===== src/rtl/seq_scan_pkg.sv =====
// Shared types and constants for the seq_scan_ctrl pattern-scan controller.
package seq_scan_pkg;

  typedef enum logic [1:0] {
    IDLE = 2'd0,
    ARM  = 2'd1,
    SCAN = 2'd2,
    DONE = 2'd3
  } state_t;

  localparam int PAT_W_DEF = 8;
  localparam int CNT_W_DEF = 8;

  function automatic int len_w(input int pat_w);
    return $clog2(pat_w + 1);
  endfunction

  localparam int          LEN_W_DEF = len_w(PAT_W_DEF);
  localparam logic [15:0] POS_SAT   = 16'hFFFF;

endpackage


===== src/rtl/seq_match_core.sv =====
// Serial history register, fill counter and masked pattern compare with a registered match pulse.
module seq_match_core #(
  parameter int PAT_W = 8,
  parameter int LW    = 4
) (
  input  logic             clk,
  input  logic             rst_n,
  input  logic             clr,
  input  logic             shift,
  input  logic             x,
  input  logic             ovl,
  input  logic [PAT_W-1:0] pat,
  input  logic [LW-1:0]    len,
  output logic             hit,
  output logic             y
);

  localparam logic [LW-1:0] FILL_MAX = LW'(PAT_W);

  logic [PAT_W-1:0] hist;
  logic [PAT_W-1:0] hist_next;
  logic [PAT_W-1:0] mask;
  logic [LW-1:0]    fill;
  logic [LW-1:0]    fill_next;

  always_comb begin
    hist_next = {hist[PAT_W-2:0], x};
    fill_next = (fill == FILL_MAX) ? fill : fill + LW'(1);
    for (int i = 0; i < PAT_W; i++) begin
      mask[i] = (LW'(i) < len);
    end
    hit = shift && (fill_next >= len) && (((hist_next ^ pat) & mask) == '0);
  end

  always_ff @(posedge clk or negedge rst_n) begin
    if (!rst_n) begin
      hist <= '0;
      fill <= '0;
      y    <= 1'b0;
    end else if (clr) begin
      hist <= '0;
      fill <= '0;
      y    <= 1'b0;
    end else begin
      y <= hit;
      if (shift) begin
        hist <= hist_next;
        // non-overlapping mode forces the next match to see len fresh bits
        fill <= (hit && !ovl) ? '0 : fill_next;
      end
    end
  end

endmodule


===== src/rtl/seq_scan_ctrl.sv =====
// Run-time-configurable serial pattern-scan controller (arm/scan/done sequencing, match counting).
// Optional MATCH_POS_EN adds first_pos: index of the last bit of the first match after arm.
//
// state | meaning
// IDLE  | waiting for start, config writable
// ARM   | one cycle: clear history, fill, match count
// SCAN  | accepting bits and detecting matches
// DONE  | target reached, config writable, x ignored
module seq_scan_ctrl
  import seq_scan_pkg::*;
#(
  parameter int PAT_W = PAT_W_DEF,
  parameter int CNT_W = CNT_W_DEF
) (
  input  logic                       clk,
  input  logic                       rst_n,
  input  logic                       cfg_we,
  input  logic [PAT_W-1:0]           cfg_pat,
  input  logic [$clog2(PAT_W+1)-1:0] cfg_len,
  input  logic                       cfg_ovl,
  input  logic [CNT_W-1:0]           cfg_tgt,
  output logic                       cfg_err,
  input  logic                       start,
  input  logic                       abort,
  input  logic                       x,
  input  logic                       x_vld,
  output logic                       x_rdy,
  output logic                       y,
`ifdef MATCH_POS_EN
  output logic [15:0]                first_pos,
`endif
  output logic [CNT_W-1:0]           match_cnt,
  output logic                       done,
  output logic [1:0]                 state
);

  localparam int LW = len_w(PAT_W);
  localparam logic [LW-1:0] LEN_MAX = LW'(PAT_W);

  state_t           state_q;
  state_t           state_d;
  logic [PAT_W-1:0] pat_q;
  logic [LW-1:0]    len_q;
  logic             ovl_q;
  logic [CNT_W-1:0] tgt_q;
  logic [CNT_W-1:0] cnt_inc;
  logic             hit;
  logic             arm_clr;
  logic             shift;
  logic             tgt_hit;

  assign state   = state_q;
  assign shift   = x_vld && x_rdy;
  assign cnt_inc = (&match_cnt) ? match_cnt : match_cnt + CNT_W'(1);
  assign tgt_hit = hit && (tgt_q != '0) && (cnt_inc == tgt_q);

  always_ff @(posedge clk or negedge rst_n) begin
    if (!rst_n) state_q <= IDLE;
    else        state_q <= state_d;
  end

  always_comb begin
    state_d = state_q;
    case (state_q)
      IDLE: if (!abort && start) state_d = ARM;
      ARM:  state_d = abort ? IDLE : SCAN;
      SCAN: begin
        if (abort)        state_d = IDLE;
        else if (tgt_hit) state_d = DONE;
      end
      DONE: begin
        if (abort)      state_d = IDLE;
        else if (start) state_d = ARM;
      end
      default: state_d = IDLE;
    endcase
  end

  always_comb begin
    x_rdy   = (state_q == SCAN);
    done    = (state_q == DONE);
    arm_clr = (state_q == ARM);
  end

  always_ff @(posedge clk or negedge rst_n) begin
    if (!rst_n) begin
      pat_q   <= '0;
      len_q   <= LW'(1);
      ovl_q   <= 1'b1;
      tgt_q   <= '0;
      cfg_err <= 1'b0;
    end else begin
      cfg_err <= 1'b0;
      if (cfg_we && (state_q == IDLE || state_q == DONE)) begin
        if (cfg_len == '0 || cfg_len > LEN_MAX) begin
          cfg_err <= 1'b1;
        end else begin
          pat_q <= cfg_pat;
          len_q <= cfg_len;
          ovl_q <= cfg_ovl;
          tgt_q <= cfg_tgt;
        end
      end
    end
  end

  always_ff @(posedge clk or negedge rst_n) begin
    if (!rst_n)       match_cnt <= '0;
    else if (arm_clr) match_cnt <= '0;
    else if (hit)     match_cnt <= cnt_inc;
  end

`ifdef MATCH_POS_EN
  logic [15:0] pos_cnt;
  logic        seen_q;

  always_ff @(posedge clk or negedge rst_n) begin
    if (!rst_n) begin
      pos_cnt   <= '0;
      first_pos <= POS_SAT;
      seen_q    <= 1'b0;
    end else if (arm_clr) begin
      pos_cnt   <= '0;
      first_pos <= POS_SAT;
      seen_q    <= 1'b0;
    end else if (shift) begin
      if (pos_cnt != POS_SAT) pos_cnt <= pos_cnt + 16'd1;
      if (hit && !seen_q) begin
        first_pos <= pos_cnt;
        seen_q    <= 1'b1;
      end
    end
  end
`endif

  seq_match_core #(
    .PAT_W (PAT_W),
    .LW    (LW)
  ) u_core (
    .clk   (clk),
    .rst_n (rst_n),
    .clr   (arm_clr),
    .shift (shift),
    .x     (x),
    .ovl   (ovl_q),
    .pat   (pat_q),
    .len   (len_q),
    .hit   (hit),
    .y     (y)
  );

endmodule


===== config.mk =====
export PLATFORM = sky130hd
export DESIGN_NAME = seq_scan_ctrl
export DESIGN_NICKNAME = d
export VERILOG_FILES = /design/src/rtl/seq_scan_pkg.sv /design/src/rtl/seq_match_core.sv /design/src/rtl/seq_scan_ctrl.sv
export SDC_FILE = /design/constraint.sdc
export NUM_CORES = 1
export LEC_CHECK = 0
export BUFFER_PORTS_ARGS = -buffer_cell sky130_fd_sc_hd__buf_2
export CAP_MARGIN = 10
export CORE_MARGIN = 2
export CORE_UTILIZATION = 25
export CTS_CLUSTER_SIZE = 14
export DETAILED_ROUTE_END_ITERATION = 7
export HOLD_SLACK_MARGIN = 0.08
export PLACE_DENSITY_LB_ADDON = 0.1
export SETUP_SLACK_MARGIN = 0.5
export SLEW_MARGIN = 40
export SYNTH_ARGS = -nofsm -noshare
export SYNTH_HDL_FRONTEND = slang
export SYNTH_SLANG_ARGS = --single-unit

===== constraint.sdc =====
create_clock -name clk -period 2.75 [get_ports clk]
set_clock_uncertainty 0.05 [all_clocks]
set_input_delay 0 -clock clk [delete_from_list [all_inputs] [get_ports clk]]
set_output_delay 0 -clock clk [all_outputs]
set_load 0.03 [all_outputs]

After elaboration in Yosys (flattened, before gate mapping)
Index checks and enable logic that the tools add are counted.
{"block": "word_totals", "register_bits": 44, "inputBits": 28, "output_inout_bits": 14, "wordCells": 73}
{"block": "classes", "add_sub_neg": 2, "magnitude_cmp": 10, "eq_ne": 8, "mux": 19, "bitwise": 3, "reduce_logical": 21}
{"cell": "8-bit two-way mux", "n": 3}
{"cell": "3-bit by 4-bit less-than comparator with 1-bit output (first input constant)", "n": 4}
{"cell": "4-bit two-way mux", "n": 4}
{"cell": "7-bit two-way mux", "n": 2}
{"cell": "2-bit two-way mux", "n": 6}
{"cell": "8-bit by 1-bit adder with 8-bit output (second input constant)", "n": 1}
{"cell": "8-bit bitwise AND", "n": 1}
{"cell": "8-bit == test", "n": 1}
{"cell": "1-bit logical AND", "n": 8}
{"cell": "8-bit logical NOT", "n": 1}
{"cell": "1-bit by 4-bit less-than comparator with 1-bit output (first input constant)", "n": 2}
{"cell": "2-bit by 4-bit less-than comparator with 1-bit output (first input constant)", "n": 2}
{"cell": "2-bit one-hot mux with 4 select lines", "n": 1}
{"cell": "8-bit AND reduction", "n": 1}
{"cell": "8-bit nonzero test", "n": 1}
{"cell": "8-bit XOR", "n": 1}
{"cell": "4-bit by 1-bit adder with 4-bit output (second input constant)", "n": 1}
{"cell": "2-bit == test (second input constant)", "n": 2}
{"cell": "4-bit == test (second input constant)", "n": 1}
{"cell": "4-bit >= comparator", "n": 1}
{"cell": "4-bit > comparator (second input constant)", "n": 1}
{"cell": "4-bit logical NOT", "n": 1}
{"cell": "2-bit nonzero test", "n": 2}
{"cell": "1-bit two-way mux", "n": 3}
{"cell": "10 further kinds", "n": 12}

Logic depth before layout (Yosys ltp)
Gate-level depths: netlist of the first run.
{"block": "depth", "depth_word": 10, "ltp_mapped": 14, "mapped_depth_nobuf": 13}

By module
Synthesis of the first run repeated with hierarchy kept, for this count alone.
{"block": "hier_totals", "hier_cells": 256, "area_unflattened_um2": 2590.0}
{"module": "seq_scan_ctrl", "instances": 1, "cells_each": 168, "area_per_inst_um2": 1786.7}
{"module": "seq_match_core", "instances": 1, "cells_each": 88, "area_per_inst_um2": 803.3}

Least setup slack after synthesis of the first run
No wires, ideal clock.
{"block": "synth_path", "path_type": "register -> register", "start": "register state_q[0] (netlist: state[0])", "end": "register state_q[1] (netlist: state[1])", "arrival_time_ns": 2.384, "setup_slack_ns": 0.237, "path_stages_with_launch": 10, "cell_sequence": "dfrtp_1 > inv_1 > ha_1 > and2_1 > o21ai_0 > a221o_1 > nand3b_1 > buf_6 > o31ai_1 > mux2i_1"}
{"block": "synth_via", "elab_chain_len": 8}
{"item": "start, declared", "line_no": "seq_scan_ctrl.sv:40", "rtl": "state_t state_q;"}
{"item": "start signal, assigned", "line_no": "seq_scan_ctrl.sv:59", "rtl": "else state_q <= state_d;"}
{"item": "2-bit == test (*)", "line_no": "seq_scan_ctrl.sv:80", "rtl": "x_rdy = (state_q == SCAN);"}
{"item": "named net x_rdy", "line_no": "seq_scan_ctrl.sv:27", "rtl": "output logic x_rdy,"}
{"item": "1-bit logical AND", "line_no": "seq_scan_ctrl.sv:53", "rtl": "assign shift = x_vld && x_rdy;"}
{"item": "1-bit logical AND (2 in a row)", "line_no": "seq_match_core.sv:32", "rtl": "hit = shift && (fill_next >= len) && (((hist_next ^ pat) & mask) == '0);"}
{"item": "1-bit logical AND (2 in a row)", "line_no": "seq_scan_ctrl.sv:55", "rtl": "assign tgt_hit = hit && (tgt_q != '0) && (cnt_inc == tgt_q);"}
{"item": "3-bit by 2-bit != test with 1-bit output (no line)"}
{"item": "3-bit AND reduction (no line)"}
The timed path passes the listed nets; every way through them passes the cells marked *.
A chain may end at the register's enable or synchronous reset.

Worst setup path in the final report of the first run
{"block": "layout_path", "start": "register u_core.fill[1]", "end": "register match_cnt[2]"}
{"block": "layout_via", "elab_chain_len": 6}
{"item": "start, declared", "line_no": "seq_match_core.sv:23", "rtl": "logic [LW-1:0] fill;"}
{"item": "start signal, assigned", "line_no": "seq_match_core.sv:49", "rtl": "fill <= (hit && !ovl) ? '0 : fill_next;"}
{"item": "4-bit by 1-bit adder with 4-bit output / 4-bit == test (equally long branches)", "line_no": "seq_match_core.sv:28", "rtl": "fill_next = (fill == FILL_MAX) ? fill : fill + LW'(1);"}
{"item": "4-bit two-way mux (*)", "line_no": "seq_match_core.sv:28"}
{"item": "4-bit >= comparator (*)", "line_no": "seq_match_core.sv:32"}
{"item": "1-bit logical AND (*) (2 in a row)", "line_no": "seq_match_core.sv:32"}
{"item": "2-bit nonzero test (no line) (*)"}
{"item": "end signal, assigned", "line_no": "seq_scan_ctrl.sv:110", "rtl": "else if (hit) match_cnt <= cnt_inc;"}
{"item": "end, declared", "line_no": "seq_scan_ctrl.sv:32", "rtl": "output logic [CNT_W-1:0] match_cnt,"}
Every way passes the cells marked *; elsewhere a longest branch is shown, timed or not.

==> flow_summary.html, run 1 <==
<table>
<tr><th>Metric</th><th>Value</th></tr>
<tr><th colspan="2">GRT</th></tr>
<tr><td>Vias in the first global route</td><td>~2300</td></tr>
<tr><td>Number of antenna violations at the first check in global routing</td><td>0</td></tr>
<tr><td>Overall Global Routing Usage</td><td>a little over an eighth</td></tr>
<tr><td>Global-route congestion overflow total</td><td>0</td></tr>
<tr><td>Maximum number of pins on one net before global-route repair</td><td>45</td></tr>
<tr><td>Global-route wire length before repair</td><td>about 12000 um</td></tr>
<tr><th colspan="2">Power</th></tr>
<tr><td>Static leakage</td><td>around 1.5 nW</td></tr>
<tr><td>Power density over cell area</td><td>slightly above 700 nW/um^2</td></tr>
<tr><td>Peak supply drop</td><td>just over 0.3 mV</td></tr>
<tr><td>Total power of the final layout</td><td>between 0.002 and 0.003 W</td></tr>
<tr><th colspan="2">Routing</th></tr>
<tr><td>Detailed-route wire length per cell</td><td>about 15 um</td></tr>
<tr><td>First-pass iteration count of the detailed router</td><td>4</td></tr>
<tr><td>Post-DRT Antenna Nets</td><td>0</td></tr>
<tr><td>Mean number of vias per cell</td><td>about 4.5</td></tr>
<tr><td>Via count</td><td>around 2200</td></tr>
<tr><td>Post-Route WL</td><td>slightly above 7000 um</td></tr>
<tr><td>Remaining routing DRC violations</td><td>0</td></tr>
<tr><td>DR iter-0 viols</td><td>86</td></tr>
<tr><th colspan="2">Worst setup path</th></tr>
<tr><td>Launching point of the worst reg2reg path</td><td>u_core.fill[1]$_DFFE_PN0P_</td></tr>
<tr><td>Cell occurring most often along the worst timing path</td><td>sky130_fd_sc_hd__nor2_4</td></tr>
<tr><td>Cell with the biggest individual delay on the critical path</td><td>sky130_fd_sc_hd__dfrtp_1</td></tr>
<tr><td>Register-to-register path setup slack</td><td>about 0.43 ns</td></tr>
<tr><td>Element type at the critical path start</td><td>flop</td></tr>
<tr><td>Endpoint class of the critical path</td><td>flop</td></tr>
<tr><td>Data required time at the worst endpoint</td><td>2.87 ns</td></tr>
<tr><td>Slowest cell delay on critical path</td><td>0.44 ns</td></tr>
<tr><td>Setup Crit Path Kind</td><td>reg2reg</td></tr>
<tr><td>Number of cells on the worst reg-to-reg path</td><td>14</td></tr>
<tr><td>Worst R2R End</td><td>match_cnt[2]$_DFFE_PN0P_</td></tr>
<tr><td>Top fanout value on the critical path</td><td>7</td></tr>
<tr><td>CP Cell Sequence</td><td>inv_2 &gt; ha_4 &gt; nand2_4 &gt; nor2_4 &gt; xnor2_2 &gt; ha_1 &gt; o21ai_1 &gt; a21oi_1 &gt; nand3b_1 &gt; buf_6 &gt; buf_12 &gt; nor2_4 &gt; mux2i_1 &gt; nor2_1</td></tr>
<tr><td>WP data arrival</td><td>2.44 ns</td></tr>
<tr><th colspan="2">Synthesis</th></tr>
<tr><td>Number of distinct library cells after synthesis</td><td>45</td></tr>
<tr><td>Cells after synthesis</td><td>roughly 270</td></tr>
<tr><td>Xor/xnor cell area share of the yosys netlist</td><td>between 6 and 7%</td></tr>
<tr><td>Per-instance average area after synthesis</td><td>9.531 um^2</td></tr>
<tr><td>Leading cell types by total area after synthesis</td><td>sky130_fd_sc_hd__dfrtp_1, sky130_fd_sc_hd__mux2_2, sky130_fd_sc_hd__ha_1, sky130_fd_sc_hd__xnor2_1, sky130_fd_sc_hd__nand2_1</td></tr>
<tr><td>Share of synthesized cell area in and, or, nand and nor gates</td><td>between 10% and 20%</td></tr>
<tr><td>Combinational family with the most area after synthesis</td><td>simple AND/OR/NAND/NOR gates</td></tr>
<tr><td>Adder-cell share of the synthesized area</td><td>between 5 and 6%</td></tr>
<tr><td>Area fraction of the dominant cell type after synthesis</td><td>between 40 and 50%</td></tr>
<tr><td>Count leader, synth</td><td>sky130_fd_sc_hd__dfrtp_1</td></tr>
<tr><td>Synth Register Bits</td><td>between 40 and 50</td></tr>
<tr><td>Post-Syn Nets</td><td>309</td></tr>
<tr><td>Most common flop cell mapped by yosys</td><td>sky130_fd_sc_hd__dfrtp_1</td></tr>
<tr><td>Count of synthesis-stage warnings from yosys</td><td>0</td></tr>
<tr><td>Netlist area before placement</td><td>roughly 2600 um^2</td></tr>
<tr><td>Multiplexer share of the synthesized area</td><td>between 10 and 15%</td></tr>
<tr><td>Number of flops mapped to enable cells by yosys</td><td>0</td></tr>
<tr><td>Most area-hungry cell type in the Yosys netlist</td><td>sky130_fd_sc_hd__dfrtp_1</td></tr>
<tr><td>Post-synthesis compound-gate area fraction</td><td>about 11%</td></tr>
<tr><td>Sequential share of the synthesized area</td><td>43.05%</td></tr>
<tr><td>Synth async-reset ratio</td><td>100.0%</td></tr>
<tr><td>Cell types with the highest counts after synthesis</td><td>sky130_fd_sc_hd__dfrtp_1, sky130_fd_sc_hd__nand2_1, sky130_fd_sc_hd__nor2_1</td></tr>
<tr><th colspan="2">Timing</th></tr>
<tr><td>Slew Limit Fails</td><td>0</td></tr>
<tr><td>Count of final hold-check violations</td><td>0</td></tr>
<tr><td>Share of the cycle needed by the critical path after routing</td><td>between 80% and 90%</td></tr>
<tr><td>Finish-stage setup viols</td><td>0</td></tr>
<tr><td>Tightest slew margin relative to the limit</td><td>between 50 and 60%</td></tr>
<tr><td>Fmax</td><td>about 430 MHz</td></tr>
<tr><td>Final TNS setup</td><td>0 ns</td></tr>
<tr><td>Final Critical Period</td><td>about 2.3 ns</td></tr>
<tr><td>Unrepaired setup endpoints after global routing</td><td>yes</td></tr>
<tr><td>Worst-margin pin slew</td><td>roughly 0.70 ns</td></tr>
<tr><th colspan="2">Die</th></tr>
<tr><td>Die boundary width</td><td>roughly 110 um</td></tr>
<tr><td>Initial Util</td><td>between 20% and 30%</td></tr>
<tr><td>Core region area</td><td>roughly 10000 um^2</td></tr>
<tr><td>Number of I/O pins</td><td>42</td></tr>
<tr><td>Die Outline Area</td><td>11080 um^2</td></tr>
<tr><td>Chip height</td><td>105.3 um</td></tr>
<tr><td>Std cell rows</td><td>36</td></tr>
<tr><th colspan="2">Status</th></tr>
<tr><td>Status</td><td>completed</td></tr>
<tr><th colspan="2">Min path</th></tr>
<tr><td>Hold WC Path Type</td><td>in2reg</td></tr>
<tr><td>Worst hold path cell count</td><td>6</td></tr>
<tr><td>Hold_sp</td><td>start</td></tr>
<tr><td>Min-Delay Endpoint</td><td>state[1]$_DFFE_PN0P_</td></tr>
<tr><th colspan="2">Finish</th></tr>
<tr><td>Area overhead of the layout relative to synthesis</td><td>39.53%</td></tr>
<tr><td>Post-route non-filler standard cell count</td><td>roughly 480</td></tr>
<tr><td>Non-Filler Cell Area, Final</td><td>3577 um^2</td></tr>
<tr><td>Net count reported at finish</td><td>389</td></tr>
<tr><td>Share of post-route cells with drive strength above 1</td><td>a little over a third</td></tr>
<tr><td>Antenna Cells</td><td>0</td></tr>
<tr><th colspan="2">Job</th></tr>
<tr><td>Max capacitance violation total</td><td>0</td></tr>
<tr><th colspan="2">Clock tree</th></tr>
<tr><td>Maximum count of clock buffers along a single path</td><td>2</td></tr>
<tr><td>Level count of the clock H-tree</td><td>2</td></tr>
<tr><td>CTS Buf Count</td><td>5</td></tr>
<tr><td>Clk pin slew, worst setup/hold paths</td><td>0.10 ns</td></tr>
<tr><td>TritonCTS Sinks</td><td>44</td></tr>
<tr><td>TritonCTS clock tree</td><td>yes</td></tr>
<tr><td>Cell chosen for the clock root</td><td>sky130_fd_sc_hd__clkbuf_8</td></tr>
<tr><td>Later-pin clock latency in the skew report</td><td>between 0.3 and 0.4 ns</td></tr>
<tr><th colspan="2">Place</th></tr>
<tr><td>Placed cell areas</td><td>a little under 3000 um^2</td></tr>
<tr><td>Count of input and output buffers</td><td>just over 40</td></tr>
<tr><td>Total half-perimeter wirelength after legalization and detailed placement</td><td>approximately 5000 um</td></tr>
<tr><td>Global placer's final weighted congestion</td><td>between 0.7 and 0.8</td></tr>
<tr><td>Placed insts</td><td>roughly 440</td></tr>
</table>
==> flip-flops by register name, summed over array words and instances (netlist names), 2 cells and up <==
| name | count |
|---|---|
| match_cnt | 8 |
| pat_q | 8 |
| tgt_q | 8 |
| u_core.hist | 7 |
| len_q | 4 |
| u_core.fill | 4 |
| state | 2 |
==> how the worst max path moves through the flow <==
stage | to | depth (start not counted) | startpoint | slack (ns)
finish | match_cnt[2]$_DFFE_PN0P_ | 14 | u_core.fill[1]$_DFFE_PN0P_ | 0.43
global route | match_cnt[2]$_DFFE_PN0P_ | 15 | u_core.fill[0]$_DFFE_PN0P_ | 0.29
CTS | match_cnt[2]$_DFFE_PN0P_ | 14 | u_core.fill[0]$_DFFE_PN0P_ | 0.43
detailed placement | match_cnt[5]$_DFFE_PN0P_ | 13 | u_core.fill[0]$_DFFE_PN0P_ | 0.22
global placement | state[0]$_DFFE_PN0P_ | 8 | match_cnt[0]$_DFFE_PN0P_ | 0.35
floorplan | state[0]$_DFFE_PN0P_ | 8 | match_cnt[1]$_DFFE_PN0P_ | 0.52
==> per-stage QoR <==
stage	utilization, %	setup slack, ns	hold WS [ns]
finish	36.26	0.4332	0.1467
global route	36.26	0.2862	0.1873
global placement	30.16	0.3487	0.1824
CTS	35.96	0.4344	0.1457
detailed placement	30.19	0.2244	0.004886
floorplan	-	0.5168	-0.3456
==> cell families (layout without fill, tap and decap cells) <==
logic type | count (synthesis) | in the layout
AO/OA/AOI/OAI | 48 | 48
buffers and inverters | 24 | 105
adder cells (fa/ha/maj) | 12 | 12
AND/OR/NAND/NOR | 96 | 96
flip-flops | 44 | 44
multiplexers | 27 | 27
XOR/XNOR | 18 | 18
==> repair_timing <==
action	4_1_cts	5_1_grt
hold buffers	26	0
setup buffers	7	0
endpoints found under the hold margin	69	0
pin swaps	19	5
endpoints found under the setup margin	14	14
resized for setup	37	6
==> where the power goes <==
| part | internal, W | total, W | switching (W) |
|---|---|---|---|
| clock network | 0.000274 | 0.000538 | 0.000264 |
| logic | 0.000504 | 0.00100 | 0.000498 |
| registers | 0.000841 | 0.00105 | 0.000209 |
==> routing by layer <==
layer / wire length, um / vias to the layer above / GRT usage [%]
met5: 0 / - / 0
met4: 106 / 0 / 4.571
li1: - / 1095 / -
met1: 3740 / 1028 / 19.82
met3: 200 / 7 / 2.288
met2: 3058 / 28 / 20.18
==> placed cells by master, fill, tap and decap left out, types with 3 or more instances in the layout <==
master | synthesis | routed
sky130_fd_sc_hd__buf_2 | 1 | 40
sky130_fd_sc_hd__dfrtp_1 | 42 | 36
sky130_fd_sc_hd__nand2_1 | 32 | 30
sky130_fd_sc_hd__dlygate4sd3_1 | 0 | 26
sky130_fd_sc_hd__nor2_1 | 25 | 20
sky130_fd_sc_hd__a21oi_1 | 18 | 18
sky130_fd_sc_hd__mux2_2 | 19 | 18
sky130_fd_sc_hd__buf_4 | 0 | 15
sky130_fd_sc_hd__xnor2_1 | 15 | 14
sky130_fd_sc_hd__inv_1 | 14 | 11
sky130_fd_sc_hd__o21ai_0 | 11 | 9
sky130_fd_sc_hd__ha_1 | 12 | 9
sky130_fd_sc_hd__mux2i_1 | 8 | 7
sky130_fd_sc_hd__dfrtp_2 | 0 | 6
sky130_fd_sc_hd__nor2_4 | 0 | 5
sky130_fd_sc_hd__nand4_1 | 5 | 5
sky130_fd_sc_hd__clkbuf_8 | 0 | 5
sky130_fd_sc_hd__nand3_2 | 0 | 4
sky130_fd_sc_hd__nand3_1 | 8 | 4
sky130_fd_sc_hd__inv_2 | 0 | 3
sky130_fd_sc_hd__o211ai_1 | 3 | 3
sky130_fd_sc_hd__nor3_1 | 5 | 3
sky130_fd_sc_hd__and4_1 | 3 | 3
sky130_fd_sc_hd__xor2_1 | 3 | 3
==> critical path, delay by kind of cell (launching register included) <==
| family | cells | cell delay (ns) |
|---|---|---|
| XOR/XNOR | 1 | 0.09 |
| AND/OR/NAND/NOR | 5 | 0.41 |
| buffers and inverters | 3 | 0.39 |
| AO/OA/AOI/OAI | 2 | 0.19 |
| flip-flops | 1 | 0.44 |
| adder cells (fa/ha/maj) | 2 | 0.42 |
| multiplexers | 1 | 0.18 |
==> area by class of cell <==
cell class,count,area [um^2]
multi-input combinational,201,1528
tap,133,166.4
clock inverter,3,46.29
clock buffer,5,68.82
timing repair buffer,83,604.3
sequential,44,1111
fill,1009,6287
inverter,14,52.55
Note: power is estimated with default switching activity, not from simulation.
==> run 2: changes to the inputs <==
Clock period 2.75 ns to 2.4 ns, I/O delays scaled along.
==> run 2 against run 1 <==
Effect of this change: sequential share of layout area fell by 0.35 points; worst hold slack improved by 0.047 ns; total power rose by 17%.
==> flow_summary.html, run 2 (synthesis gave the netlist of run 1 again) <==
<table>
<tr><th>Metric</th><th>Value</th></tr>
<tr><th colspan="2">Status</th></tr>
<tr><td>Status</td><td>completed</td></tr>
<tr><th colspan="2">Timing</th></tr>
<tr><td>Tightest slew margin relative to the limit</td><td>between 50% and 60%</td></tr>
<tr><td>Worst-margin pin slew</td><td>0.6050 ns</td></tr>
<tr><td>Final worst setup slack</td><td>0.07273 ns</td></tr>
<tr><td>Slew Limit Fails</td><td>0</td></tr>
<tr><td>Fmax</td><td>roughly 430 MHz</td></tr>
<tr><td>Final TNS setup</td><td>0 ns</td></tr>
<tr><td>Final Critical Period</td><td>2.327 ns</td></tr>
<tr><td>Unrepaired setup endpoints after global routing</td><td>yes</td></tr>
<tr><td>Share of the cycle needed by the critical path after routing</td><td>96.97%</td></tr>
<tr><td>Count of final hold-check violations</td><td>0</td></tr>
<tr><td>Finish-stage setup viols</td><td>0</td></tr>
<tr><th colspan="2">Finish</th></tr>
<tr><td>Most common cell after layout, fill and taps aside</td><td>sky130_fd_sc_hd__buf_2</td></tr>
<tr><td>Antenna Cells</td><td>0</td></tr>
<tr><td>Top library cells by usage in the layout, fill and taps aside</td><td>sky130_fd_sc_hd__buf_2, sky130_fd_sc_hd__dfrtp_1, sky130_fd_sc_hd__nand2_1</td></tr>
<tr><td>Net count reported at finish</td><td>400</td></tr>
<tr><td>Post-route non-filler standard cell count</td><td>494</td></tr>
<tr><td>Share of post-route cells with drive strength above 1</td><td>36.01%</td></tr>
<tr><td>Non-Filler Cell Area, Final</td><td>3618 um^2</td></tr>
<tr><td>Area overhead of the layout relative to synthesis</td><td>41.14%</td></tr>
<tr><td>Largest registers in the final layout</td><td>match_cnt x8, pat_q x8, tgt_q x8</td></tr>
<tr><th colspan="2">Min path</th></tr>
<tr><td>Hold WC Path Type</td><td>in2reg</td></tr>
<tr><th colspan="2">GRT</th></tr>
<tr><td>Global-route wire length before repair</td><td>about 12000 um</td></tr>
<tr><td>Overall Global Routing Usage</td><td>around 14%</td></tr>
<tr><td>Global-route congestion overflow total</td><td>0</td></tr>
<tr><td>Number of antenna violations at the first check in global routing</td><td>0</td></tr>
<tr><td>Vias in the first global route</td><td>approximately 2300</td></tr>
<tr><td>Maximum number of pins on one net before global-route repair</td><td>45</td></tr>
<tr><th colspan="2">Clock tree</th></tr>
<tr><td>Maximum count of clock buffers along a single path</td><td>2</td></tr>
<tr><td>Later-pin clock latency in the skew report</td><td>about 0.30 ns</td></tr>
<tr><td>Level count of the clock H-tree</td><td>2</td></tr>
<tr><td>TritonCTS Sinks</td><td>44</td></tr>
<tr><td>CTS Buf Count</td><td>5</td></tr>
<tr><td>Clk pin slew, worst setup/hold paths</td><td>0.09 ns</td></tr>
<tr><td>TritonCTS clock tree</td><td>yes</td></tr>
<tr><td>Cell chosen for the clock root</td><td>sky130_fd_sc_hd__clkbuf_8</td></tr>
<tr><th colspan="2">Worst setup path</th></tr>
<tr><td>Setup Crit Path Kind</td><td>reg2reg</td></tr>
<tr><td>Data required time at the worst endpoint</td><td>between 2 and 3 ns</td></tr>
<tr><td>Launching point of the worst reg2reg path</td><td>u_core.fill[1]$_DFFE_PN0P_</td></tr>
<tr><td>Number of cells on the worst reg-to-reg path</td><td>12</td></tr>
<tr><td>WP data arrival</td><td>2.51 ns</td></tr>
<tr><td>CP Capture Point</td><td>state[1]$_DFFE_PN0P_</td></tr>
<tr><td>Critical Path Source</td><td>u_core.fill[1]$_DFFE_PN0P_</td></tr>
<tr><td>Endpoint class of the critical path</td><td>flop</td></tr>
<tr><td>Register-to-register path setup slack</td><td>0.07 ns</td></tr>
<tr><td>Top fanout value on the critical path</td><td>6</td></tr>
<tr><td>Element type at the critical path start</td><td>flop</td></tr>
<tr><td>Worst R2R End</td><td>state[1]$_DFFE_PN0P_</td></tr>
<tr><th colspan="2">Die</th></tr>
<tr><td>Die Outline Area</td><td>between 10000 and 15000 um^2</td></tr>
<tr><td>Core region area</td><td>about 10000 um^2</td></tr>
<tr><td>Std cell rows</td><td>36</td></tr>
<tr><td>Die boundary width</td><td>105.3 um</td></tr>
<tr><td>Chip height</td><td>105.3 um</td></tr>
<tr><td>Initial Util</td><td>approximately 26%</td></tr>
<tr><td>Number of I/O pins</td><td>42</td></tr>
<tr><th colspan="2">Power</th></tr>
<tr><td>Power density over cell area</td><td>approximately 840 nW/um^2</td></tr>
<tr><td>Static leakage</td><td>1.572 nW</td></tr>
<tr><td>Peak supply drop</td><td>~0.33 mV</td></tr>
<tr><th colspan="2">Routing</th></tr>
<tr><td>Remaining routing DRC violations</td><td>0</td></tr>
<tr><td>Mean number of vias per cell</td><td>~4.6</td></tr>
<tr><td>Detailed-route wire length per cell</td><td>about 14 um</td></tr>
<tr><td>DR iter-0 viols</td><td>88</td></tr>
<tr><td>Post-Route WL</td><td>7131 um</td></tr>
<tr><td>First-pass iteration count of the detailed router</td><td>4</td></tr>
<tr><td>Via count</td><td>between 2000 and 2500</td></tr>
<tr><td>Post-DRT Antenna Nets</td><td>0</td></tr>
<tr><th colspan="2">Place</th></tr>
<tr><td>Placed cell areas</td><td>between 3000 and 4000 um^2</td></tr>
<tr><td>Placed insts</td><td>approximately 450</td></tr>
<tr><td>Worst-case setup slack after placement</td><td>-0.02883 ns</td></tr>
<tr><td>Global placer's final weighted congestion</td><td>0.7331</td></tr>
<tr><td>Total half-perimeter wirelength after legalization and detailed placement</td><td>between 4000 and 5000 um</td></tr>
<tr><td>Count of input and output buffers</td><td>41</td></tr>
<tr><th colspan="2">Job</th></tr>
<tr><td>Max capacitance violation total</td><td>0</td></tr>
</table>
## run 2: worst min path at each step
stage | startpoint | to | slack, ns | depth (start not counted)
CTS | start | state[1]$_DFFE_PN0P_ | 0.17 | 6
floorplan | rst_n | cfg_err$_DFF_PN0_ | -0.35 | 0
global route | x_vld | u_core.hist[3]$_DFFE_PN0P_ | 0.23 | 5
detailed placement | rst_n | pat_q[3]$_DFFE_PN0P_ | 0.09 | 2
global placement | rst_n | pat_q[3]$_DFFE_PN0P_ | 0.09 | 2
finish | start | state[1]$_DFFE_PN0P_ | 0.19 | 6
## run 2: per-layer routing
metal	GRT usage (%)	vias up	share of wire, %
li1	-	1118	-
met1	19.93	1096	51
met2	21.29	37	45
met3	1.979	6	2.6
met4	3.714	0	1.2
met5	0	-	0
## run 2: layout make-up
cell class,count,area [um^2]
sequential,44,1111
inverter,14,52.55
timing repair buffer,94,684.4
tap,133,166.4
fill,1042,6246
clock inverter,3,42.54
clock buffer,5,68.82
multi-input combinational,201,1493
## run 2: report_power, final
group          total, W  switching, W  internal (W)
clock          0.000585      0.000277      0.000308
sequential      0.00118      0.000216      0.000963
combinational   0.00126      0.000620      0.000644
## run 2: repair_timing
action / in CTS / in global routing
buffers inserted: 8 / 1
pin swaps: 6 / 2
setup endpoints to repair: 29 / 31
hold buffers: 25 / 0
gates cloned: 3 / 0
hold endpoints to repair: 67 / 0
resized for setup: 23 / 5
## run 2: per-stage QoR
step	hold WS [ns]	utilization, %	power, W
5_1_grt	0.2289	36.68	0.003261
3_5_place_dp	0.08842	31.00	0.002306
4_1_cts	0.1704	36.44	0.003061
3_3_place_gp	0.08663	31.00	0.002299
2_1_floorplan	-0.3456	-	0.001959
6_report	0.1933	36.68	0.003029
## run 2: worst max-delay path, stage by stage, from the launching register on
cell and delay, ns:
sky130_fd_sc_hd__dfrtp_1 0.43, sky130_fd_sc_hd__inv_2 0.09, sky130_fd_sc_hd__ha_4 0.14, sky130_fd_sc_hd__nand2_4 0.05
sky130_fd_sc_hd__nor2_4 0.10, sky130_fd_sc_hd__xnor2_2 0.08, sky130_fd_sc_hd__ha_1 0.28, sky130_fd_sc_hd__o21ai_1 0.05
sky130_fd_sc_hd__a21oi_1 0.12, sky130_fd_sc_hd__nand3b_1 0.20, sky130_fd_sc_hd__buf_6 0.21, sky130_fd_sc_hd__o31ai_4 0.24
sky130_fd_sc_hd__mux2i_1 0.20
==> run 3: changes to the inputs <==
Settings changed: CAP_MARGIN 10 to default, CELL_PAD_IN_SITES_DETAIL_PLACEMENT from default to 1, CELL_PAD_IN_SITES_GLOBAL_PLACEMENT from default to 2.
==> run 3 against run 2 <==
Effect of this change: the flow now finishes with violations (negative setup slack); worst hold slack got worse by 0.0092 ns; maximum frequency decreased by 5.1%; flip-flop and latch count is the same; cell count increased by 0.40%; critical endpoint is now match_cnt[3]$_DFFE_PN0P_.
==> flow_summary.html, run 3 (synthesis gave the netlist of run 1 again) <==
<table>
<tr><th>Metric</th><th>Value</th></tr>
<tr><th colspan="2">Status</th></tr>
<tr><td>Status</td><td>finished, violations left</td></tr>
<tr><td>Violated checks</td><td>negative setup slack</td></tr>
<tr><th colspan="2">GRT</th></tr>
<tr><td>Global-route congestion overflow total</td><td>0</td></tr>
<tr><td>Overall Global Routing Usage</td><td>13.84%</td></tr>
<tr><td>Number of antenna violations at the first check in global routing</td><td>0</td></tr>
<tr><td>Global-route wire length before repair</td><td>about 12000 um</td></tr>
<tr><td>Vias in the first global route</td><td>~2300</td></tr>
<tr><td>Maximum number of pins on one net before global-route repair</td><td>31</td></tr>
<tr><th colspan="2">Die</th></tr>
<tr><td>Core region area</td><td>roughly 10000 um^2</td></tr>
<tr><td>Std cell rows</td><td>36</td></tr>
<tr><td>Die boundary width</td><td>roughly 110 um</td></tr>
<tr><td>Chip height</td><td>about 110 um</td></tr>
<tr><td>Die Outline Area</td><td>11080 um^2</td></tr>
<tr><td>Number of I/O pins</td><td>42</td></tr>
<tr><td>Initial Util</td><td>roughly 26%</td></tr>
<tr><th colspan="2">Worst setup path</th></tr>
<tr><td>Number of buffer and inverter instances along the worst setup path</td><td>3</td></tr>
<tr><td>Setup Crit Path Kind</td><td>reg2reg</td></tr>
<tr><td>Slowest cell delay on critical path</td><td>0.43 ns</td></tr>
<tr><td>Data required time at the worst endpoint</td><td>2.57 ns</td></tr>
<tr><td>Element type at the critical path start</td><td>flop</td></tr>
<tr><td>Worst R2R End</td><td>match_cnt[3]$_DFFE_PN0P_</td></tr>
<tr><td>Number of cells on the worst reg-to-reg path</td><td>13</td></tr>
<tr><td>CP Cell Sequence</td><td>inv_2 &gt; ha_4 &gt; nand2_4 &gt; nor2_4 &gt; xnor2_2 &gt; ha_1 &gt; o21ai_1 &gt; a21oi_1 &gt; nand3b_1 &gt; buf_4 &gt; clkbuf_16 &gt; or3_1 &gt; a21oi_1</td></tr>
<tr><td>Top delay family on crit path</td><td>simple AND/OR/NAND/NOR gates</td></tr>
<tr><td>Cell with the biggest individual delay on the critical path</td><td>sky130_fd_sc_hd__dfrtp_1</td></tr>
<tr><td>WP data arrival</td><td>2.62 ns</td></tr>
<tr><td>Top fanout value on the critical path</td><td>5</td></tr>
<tr><td>Launching point of the worst reg2reg path</td><td>u_core.fill[1]$_DFFE_PN0P_</td></tr>
<tr><td>Register-to-register path setup slack</td><td>-0.05 ns</td></tr>
<tr><td>Cell occurring most often along the worst timing path</td><td>sky130_fd_sc_hd__a21oi_1</td></tr>
<tr><td>Endpoint class of the critical path</td><td>flop</td></tr>
<tr><th colspan="2">Finish</th></tr>
<tr><td>Net count reported at finish</td><td>approximately 400</td></tr>
<tr><td>Top library cells by usage in the layout, fill and taps aside</td><td>sky130_fd_sc_hd__buf_2, sky130_fd_sc_hd__dfrtp_1, sky130_fd_sc_hd__nand2_1</td></tr>
<tr><td>Share of post-route cells with drive strength above 1</td><td>around two fifths</td></tr>
<tr><td>Largest registers in the final layout</td><td>match_cnt x8, pat_q x8, tgt_q x8</td></tr>
<tr><td>Area overhead of the layout relative to synthesis</td><td>46.80%</td></tr>
<tr><td>Most common cell after layout, fill and taps aside</td><td>sky130_fd_sc_hd__buf_2</td></tr>
<tr><td>Post-route non-filler standard cell count</td><td>around 500</td></tr>
<tr><td>Non-Filler Cell Area, Final</td><td>around 3800 um^2</td></tr>
<tr><td>Antenna Cells</td><td>0</td></tr>
<tr><th colspan="2">Routing</th></tr>
<tr><td>DR iter-0 viols</td><td>63</td></tr>
<tr><td>Post-Route WL</td><td>slightly below 8000 um</td></tr>
<tr><td>Detailed-route wire length per cell</td><td>15.71 um</td></tr>
<tr><td>Post-DRT Antenna Nets</td><td>0</td></tr>
<tr><td>Via count</td><td>approximately 2300</td></tr>
<tr><td>First-pass iteration count of the detailed router</td><td>4</td></tr>
<tr><td>Remaining routing DRC violations</td><td>0</td></tr>
<tr><td>Mean number of vias per cell</td><td>around 4.6</td></tr>
<tr><th colspan="2">Job</th></tr>
<tr><td>Max capacitance violation total</td><td>0</td></tr>
<tr><th colspan="2">Min path</th></tr>
<tr><td>Hold WC Path Type</td><td>in2reg</td></tr>
<tr><td>Min-Delay Endpoint</td><td>state[1]$_DFFE_PN0P_</td></tr>
<tr><td>Worst hold path cell count</td><td>6</td></tr>
<tr><td>Hold_sp</td><td>start</td></tr>
<tr><th colspan="2">Timing</th></tr>
<tr><td>Count of final hold-check violations</td><td>0</td></tr>
<tr><td>Fmax</td><td>about 410 MHz</td></tr>
<tr><td>Unrepaired setup endpoints after global routing</td><td>yes</td></tr>
<tr><td>Tightest slew margin relative to the limit</td><td>roughly 50%</td></tr>
<tr><td>Worst-margin pin slew</td><td>0.7321 ns</td></tr>
<tr><td>Final Critical Period</td><td>between 2 and 2.5 ns</td></tr>
<tr><td>Share of the cycle needed by the critical path after routing</td><td>102.2%</td></tr>
<tr><td>Finish-stage setup viols</td><td>3</td></tr>
<tr><td>Final worst setup slack</td><td>-0.05197 ns</td></tr>
<tr><td>Slew Limit Fails</td><td>0</td></tr>
<tr><td>Final TNS setup</td><td>-0.05846 ns</td></tr>
<tr><th colspan="2">Clock tree</th></tr>
<tr><td>Maximum count of clock buffers along a single path</td><td>2</td></tr>
<tr><td>TritonCTS clock tree</td><td>yes</td></tr>
<tr><td>Level count of the clock H-tree</td><td>2</td></tr>
<tr><td>Cell chosen for the clock root</td><td>sky130_fd_sc_hd__clkbuf_8</td></tr>
<tr><td>Clk pin slew, worst setup/hold paths</td><td>roughly 0.090 ns</td></tr>
<tr><td>Later-pin clock latency in the skew report</td><td>roughly 0.3 ns</td></tr>
<tr><td>CTS Buf Count</td><td>5</td></tr>
<tr><td>TritonCTS Sinks</td><td>44</td></tr>
<tr><th colspan="2">Power</th></tr>
<tr><td>Internal power of the cells</td><td>0.001969 W</td></tr>
<tr><td>Static leakage</td><td>1.617 nW</td></tr>
<tr><td>Switching part of the total power</td><td>37.60%</td></tr>
<tr><td>Switching power of the nets</td><td>0.001186 W</td></tr>
<tr><td>Power density over cell area</td><td>approximately 840 nW/um^2</td></tr>
<tr><td>Part of the power in the clock network</td><td>about a fifth</td></tr>
<tr><td>Peak supply drop</td><td>0.3253 mV</td></tr>
<tr><td>Part of the total power dissipated in sequential elements</td><td>37.4%</td></tr>
<tr><td>Fraction of power consumed by combinational cells</td><td>a little over two fifths</td></tr>
<tr><th colspan="2">Place</th></tr>
<tr><td>Global placer's final weighted congestion</td><td>approximately 0.75</td></tr>
<tr><td>Total half-perimeter wirelength after legalization and detailed placement</td><td>~5400 um</td></tr>
<tr><td>Placed cell areas</td><td>~3000 um^2</td></tr>
<tr><td>Placed insts</td><td>~450</td></tr>
<tr><td>Worst-case setup slack after placement</td><td>-0.03724 ns</td></tr>
<tr><td>Count of input and output buffers</td><td>a little over 40</td></tr>
</table>
==> run 3: final cells by class <==
| class | count | area, um^2 |
|---|---|---|
| Multi-Input combinational cell | 201 | 1554 |
| Tap cell | 133 | 166.4 |
| Timing Repair Buffer | 96 | 758.2 |
| Clock inverter | 3 | 47.55 |
| Inverter | 14 | 57.56 |
| Sequential cell | 44 | 1111 |
| Fill cell | 1129 | 6101 |
| Clock buffer | 5 | 68.82 |
==> run 3: worst register-to-register path: stages, from the launching register on <==
cell and delay (ns):
sky130_fd_sc_hd__dfrtp_1 0.43, sky130_fd_sc_hd__inv_2 0.07, sky130_fd_sc_hd__ha_4 0.16, sky130_fd_sc_hd__nand2_4 0.07, sky130_fd_sc_hd__nor2_4 0.04, sky130_fd_sc_hd__xnor2_2 0.14
sky130_fd_sc_hd__ha_1 0.28, sky130_fd_sc_hd__o21ai_1 0.07, sky130_fd_sc_hd__a21oi_1 0.14, sky130_fd_sc_hd__nand3b_1 0.15, sky130_fd_sc_hd__buf_4 0.19, sky130_fd_sc_hd__clkbuf_16 0.15
sky130_fd_sc_hd__or3_1 0.30, sky130_fd_sc_hd__a21oi_1 0.14
==> run 3: metal layers <==
layer | track usage, % | vias up | part of all wire [%]
met5 | 0 | - | 0
met4 | 3.429 | 0 | 1.0
met3 | 2.350 | 6 | 2.2
met2 | 20.83 | 33 | 43
met1 | 20.48 | 1132 | 54
li1 | - | 1125 | -
==> run 3: worst max path at each step <==
stage,startpoint,to,slack (ns),cells past startpoint
2_1_floorplan,state[0]$_DFFE_PN0P_,state[1]$_DFFE_PN0P_,0.22,9
3_3_place_gp,match_cnt[0]$_DFFE_PN0P_,state[0]$_DFFE_PN0P_,0.03,8
3_5_place_dp,u_core.fill[0]$_DFFE_PN0P_,match_cnt[1]$_DFFE_PN0P_,-0.04,13
4_1_cts,u_core.fill[1]$_DFFE_PN0P_,state[1]$_DFFE_PN0P_,0.003,12
5_1_grt,u_core.fill[1]$_DFFE_PN0P_,match_cnt[3]$_DFFE_PN0P_,-0.23,13
6_report,u_core.fill[1]$_DFFE_PN0P_,match_cnt[3]$_DFFE_PN0P_,-0.05,13
==> run 3: repair_timing <==
action                                 in CTS  in global routing
endpoints found under the hold margin      53                  0
hold buffers                               25                  0
resized for setup                          11                 23
cloned                                      0                  3
setup endpoints to repair                  33                 31
pin swaps                                   1                 10
buffers inserted                            8                  6
==> run 3: through the flow <==
stage	util (%)	hold WS (ns)	power (W)
global placement	31.02	0.06504	0.002345
floorplan	-	-0.3456	0.001959
global route	38.15	0.2293	0.003382
CTS	35.77	0.1605	0.003060
detailed placement	31.02	0.06286	0.002354
finish	38.15	0.1842	0.003155
==> run 3: power by group through the flow <==
stage	Clock [W]	Combinational [W]	Sequential [W]
floorplan	0	0.000783	0.00118
global placement	0	0.00115	0.00120
detailed placement	0	0.00115	0.00120
CTS	0.000631	0.00125	0.00118
global route	0.000651	0.00151	0.00122
finish	0.000601	0.00137	0.00118
